<file path="src/rtl/pq_dispatcher.sv">
// Event dispatcher in front of an external min-priority queue: one queue operation per IDLE cycle, round-robin enqueue/dequeue.
// Optional PQ_DISP_BYPASS_EN: with the queue and output register empty, an event goes straight to the output register.
module pq_dispatcher #(
  parameter int DWIDTH = 32,
  parameter int CWIDTH = 6
) (
  input  logic              clk,
  input  logic              rst_n,
  input  logic              ev_in_valid,
  input  logic [DWIDTH-1:0] ev_in_data,
  output logic              ev_in_ready,
  output logic              ev_out_valid,
  output logic [DWIDTH-1:0] ev_out_data,
  input  logic              ev_out_ready,
  output logic              q_enq,
  output logic              q_deq,
  output logic [DWIDTH-1:0] q_inp_data,
  input  logic [DWIDTH-1:0] q_out_data,
  input  logic              q_full,
  input  logic              q_empty,
  input  logic              q_ready,
  input  logic [CWIDTH-1:0] q_elem_cnt,
  output logic [15:0]       enq_total,
  output logic [15:0]       deq_total,
  output logic              err_causal,
  output logic              dbg_state,
  output logic [CWIDTH-1:0] dbg_peak_cnt
);

  // Handshakes: a word moves on ev_in_valid & ev_in_ready and on ev_out_valid & ev_out_ready;
  // ev_in_ready never looks at ev_in_valid, and ev_out_valid/ev_out_data hold until taken.
  typedef enum logic {IDLE = 1'b0, WAIT = 1'b1} state_t;

  state_t state, state_nxt;
  logic rr;
  logic [DWIDTH-1:0] last_disp;
  logic deq_ok, enq_ok, byp_rdy, in_rdy;
  logic enq_fire, deq_fire, byp_fire;

  always_comb begin
    state_nxt = state;
    deq_ok    = 1'b0;
    enq_ok    = 1'b0;
    byp_rdy   = 1'b0;
    in_rdy    = 1'b0;
    enq_fire  = 1'b0;
    deq_fire  = 1'b0;
    byp_fire  = 1'b0;
    case (state)
      IDLE: begin
        deq_ok = q_ready & ~q_empty & ~ev_out_valid;
        enq_ok = q_ready & ~q_full;
`ifdef PQ_DISP_BYPASS_EN
        byp_rdy = q_empty & ~ev_out_valid;
`else
        byp_rdy = 1'b0;
`endif
        // rr=1 means the last operation was an enqueue, so a pending dequeue wins now
        in_rdy   = byp_rdy | (enq_ok & ~(deq_ok & rr));
        byp_fire = ev_in_valid & byp_rdy;
        enq_fire = ev_in_valid & in_rdy & ~byp_rdy;
        deq_fire = deq_ok & ~enq_fire;
        if (enq_fire | deq_fire) state_nxt = WAIT;
      end
      WAIT: begin
        if (q_ready) state_nxt = IDLE;
      end
      default: state_nxt = IDLE;
    endcase
  end

  // Combinational outputs are forced low for as long as reset is held
  assign ev_in_ready = in_rdy & ~rst_n;
  assign q_enq       = enq_fire & ~rst_n;
  assign q_deq       = deq_fire & ~rst_n;
  assign q_inp_data  = q_enq ? ev_in_data : '0;
  assign dbg_state   = (state == WAIT);

  always_ff @(posedge clk or posedge rst_n) begin
    if (rst_n) begin
      state        <= IDLE;
      rr           <= 1'b0;
      ev_out_valid <= 1'b0;
      ev_out_data  <= '0;
      last_disp    <= '0;
      err_causal   <= 1'b0;
      enq_total    <= '0;
      deq_total    <= '0;
      dbg_peak_cnt <= '0;
    end else begin
      state <= state_nxt;
      if (enq_fire) rr <= 1'b1;
      else if (deq_fire) rr <= 1'b0;

      if (deq_fire) begin
        ev_out_valid <= 1'b1;
        ev_out_data  <= q_out_data;
        last_disp    <= q_out_data;
      end else if (byp_fire) begin
        ev_out_valid <= 1'b1;
        ev_out_data  <= ev_in_data;
        last_disp    <= ev_in_data;
      end else if (ev_out_valid & ev_out_ready) begin
        ev_out_valid <= 1'b0;
      end

      // An event older than the last dispatched one breaks time order
      if (enq_fire && (ev_in_data < last_disp)) err_causal <= 1'b1;
      if (enq_fire) enq_total <= enq_total + 16'd1;
      if (deq_fire) deq_total <= deq_total + 16'd1;
      if (q_elem_cnt > dbg_peak_cnt) dbg_peak_cnt <= q_elem_cnt;
    end
  end

endmodule

</file>
<file path="config.mk">
export PLATFORM = sky130hd
export DESIGN_NAME = pq_dispatcher
export DESIGN_NICKNAME = d
export VERILOG_FILES = /design/src/rtl/pq_dispatcher.sv
export SDC_FILE = /design/constraint.sdc
export NUM_CORES = 1
export LEC_CHECK = 0
export BUFFER_PORTS_ARGS = -buffer_cell sky130_fd_sc_hd__clkbuf_2
export CAP_MARGIN = 40
export CORE_MARGIN = 2
export CORE_UTILIZATION = 47
export CTS_BUF_LIST = sky130_fd_sc_hd__clkbuf_16
export DETAILED_ROUTE_END_ITERATION = 10
export GPL_ROUTABILITY_DRIVEN = 0
export HOLD_SLACK_MARGIN = 0.1
export PLACE_DENSITY = 0.8
export SYNTH_ARGS = -nofsm -noshare
export SYNTH_HDL_FRONTEND = slang
export SYNTH_SLANG_ARGS = --single-unit
export TNS_END_PERCENT = 30
</file>
<file path="constraint.sdc">
create_clock -name clk -period 4.95 [get_ports clk]
set_input_delay 0.495 -clock clk [delete_from_list [all_inputs] [get_ports clk]]
set_output_delay 0.495 -clock clk [all_outputs]
set_load 0.02 [all_outputs]
</file>
==> summary.md <==
| Metric | Value |
|---|---|
| Outcome | `completed` |
| Ys flop type | `dfrtp_1` |
| Max frequency | `0.335 GHz` |
| Row cnt | `33` |
| I/O Buffers | `184` |
| Layout area overhead | `33.6%` |
| RR Endpoint | `deq_total[11]` |
| Period minus WS final | `between 2 and 3 ns` |
| Reg2Reg Depth | `5` |
| Via/cell ratio | `5.21` |
| Final worst setup slack | `1.96 ns` |
| Required @ worst endpoint | `4.45 ns` |
| Final Setup Violations | `0` |
| CTS buffer count | `9` |
| Congestion Overflow GR | `0` |
| Crit path kind | `reg -> out` |
| Yosys top cell area share | `0.455` |
| DRT Pass-1 Iters | `4` |
| Fin nets | `725` |
| Worst r2r src | `dbg_state` |
| Clock network power share | `0.284` |
| Worst-path clk slew | `about 0.060 ns` |
| Vias in the first global route | `3744` |
| Gate power share | `0.373` |
| Tcrit/Tclk final | `0.603` |
| Worst-Skew Late Latency | `about 0.33 ns` |
| Drt drc | `0` |
| Clock Path Buffers | `2` |
| Switch share | `0.378` |
| Synth area leader | `dfrtp_1` |
| Largest net degree at the start of global routing | `55` |
| Register area share after synthesis | `0.455` |
| P_sw | `1.00 mW` |
| DP HPWL | `8060 microns` |
| Setup TNS | `0 ns` |
| Syn. warnings | `0` |
| I/O Pins | `~190` |
| Routed wire length per instance | `14.6 microns` |
| First-pass GRT wire length | `18000 microns` |
| # fillers | `710` |
| Final Max Slew Viols | `0` |
| Post-CTS Repair Setup Buffers | `0` |
| RSZ-0062 raised after global routing | `false` |
| Synth cell types | `34` |
| Synth Instances | `426` |
| Final wirelength | `10500 microns` |
| Startpoint types | `flop` |
| Die W | `about 100 microns` |
| Worst-Margin Slew | `0.905 ns` |
| Ys async rst share | `1.00` |
| Most common cell in the netlist | `dfrtp_1` |
| CTS root buffer | `clkbuf_16` |
| WHS | `roughly 0.28 ns` |
| Post-synth EDFFs | `0` |
| Area contributors post-synth | `dfrtp_1, ha_1, and3_1` |
| Layout cells sized above 1 | `0.353` |
| Critical path endpoint category | `primary output` |
| # resized after CTS | `0` |
| Setup slack after placement | `2.09 ns` |
| Flip-flop and latch area | `1850 sq um` |
| GRT Util Overall | `0.231` |
| P_int | `approximately 1.6 mW` |
| Syn nets | `roughly 540` |
| Cell Area, Synth | `4070 sq um` |
| Peak supply drop | `approximately 230 uV` |
| Avg Cell Area, Syn | `9.56 sq um` |
| Multi-input gate area | `1990 sq um` |
| Clock sinks | `74` |
| Core area | `8300 sq um` |
| Commonest cells in the netlist | `dfrtp_1, nand2_1, inv_1` |
| Die Ht | `approximately 100 microns` |
| Hold buffers post-CTS | `0` |
| Initial Util | `0.491` |
| Relative slew slack | `0.395` |
| CP arrival | `2.49 ns` |
| Hold Crit Class | `in -> async` |
| Worst Path Max Fanout | `36` |
| Vias | `3745` |
| Setup Skew | `slightly above 0.008 ns` |
| Share of power burned in registers | `0.343` |
| Initial antenna violation count | `0` |
| H-tree depth | `3` |
| LEAKAGE | `3.02 nW` |
| Detail Route Antenna Nets | `0` |
| R2R Setup Slk | `2.30 ns` |
| Tot Pwr | `around 2.7 mW` |
| Pwr dens | `487 nW/um^2` |
| Max Cap Violations | `0` |
| Initial DRC count | `91` |
| CTS tree | `done` |
| Full die area | `9430 sq um` |
| Final Hold Vio Count | `0` |
| Antenna diode count | `0` |
| Synthesis-stage register bit count | `74` |
==> critical path, cell delays in order, from the launching register on <==
cell and delay (ns):
dfrtp_1 0.42, or4b_4 0.59, a41oi_4 0.75, and2_1 0.23
clkbuf_2 0.16
==> power by group through the flow <==
stage	clock network [mW]	logic (mW)	registers (mW)
2_1_floorplan	0	0.444	1.10
3_3_place_gp	0	0.954	0.910
3_5_place_dp	0	0.994	0.917
4_1_cts	0.766	1.00	0.910
5_1_grt	0.792	1.11	0.939
6_report	0.753	0.989	0.909
==> sequential cells by signal, indices dropped and copies added (netlist names) <==
signal        flops
dbg_peak_cnt      6
dbg_state         1
deq_total        16
enq_total        16
err_causal        1
ev_out_valid      1
last_disp        32
rr                1
==> layout by cell type, fill, tap and decap left out, types with 15 or more instances in the layout <==
cell,synthesis,final
nand2_1,57,57
dfrtp_1,74,74
o21ai_0,37,37
clkbuf_2,0,184
nor2_1,15,15
a21oi_1,15,15
inv_1,44,44
xnor2_1,21,21
ha_1,39,39
and3_1,35,35
==> worst max path at each step <==
stage / from / to
floorplan: rst_n / q_inp_data[23]
CTS: dbg_state / q_deq
finish: dbg_state / q_deq
global placement: q_empty / q_deq
detailed placement: q_empty / q_deq
global route: dbg_state / q_deq
==> kinds of logic (layout without fill, tap and decap cells) <==
family                   after synthesis  count (layout)  share of synthesized area
flip-flops                            74              74                      0.455
AO/OA/AOI/OAI                         63              63                     0.0906
buffers and inverters                 60             248                     0.0562
multiplexers                           8               8                     0.0221
XOR/XNOR                              30              30                     0.0645
adder cells (fa/ha/maj)               39              39                      0.120
AND/OR/NAND/NOR                      152             152                      0.192
==> final cells by class <==
type / instances / area share
Multi-Input combinational cell: 292 / 0.366
Timing Repair Buffer: 188 / 0.176
Clock buffer: 9 / 0.0414
Clock inverter: 7 / 0.0216
Tap cell: 105 / 0.0241
Sequential cell: 74 / 0.340
Inverter: 44 / 0.0306
==> through the flow <==
stage	util	cell area [sq um]	instances
after CTS	0.656	5440	719
final	0.656	5440	719
after floorplan	-	4070	426
after global routing	0.656	5440	719
after detailed placement	0.615	5100	703
after global placement	0.613	5090	702
==> metal layers <==
layer / up-vias / track usage / part of all wire
met2: 136 / 0.385 / 0.49
met1: 1783 / 0.307 / 0.44
met3: 8 / 0.0568 / 0.065
met5: - / 0 / 0
li1: 1818 / - / -
met4: 0 / 0.0477 / 0.0078
(Power assumes the default switching activity.)
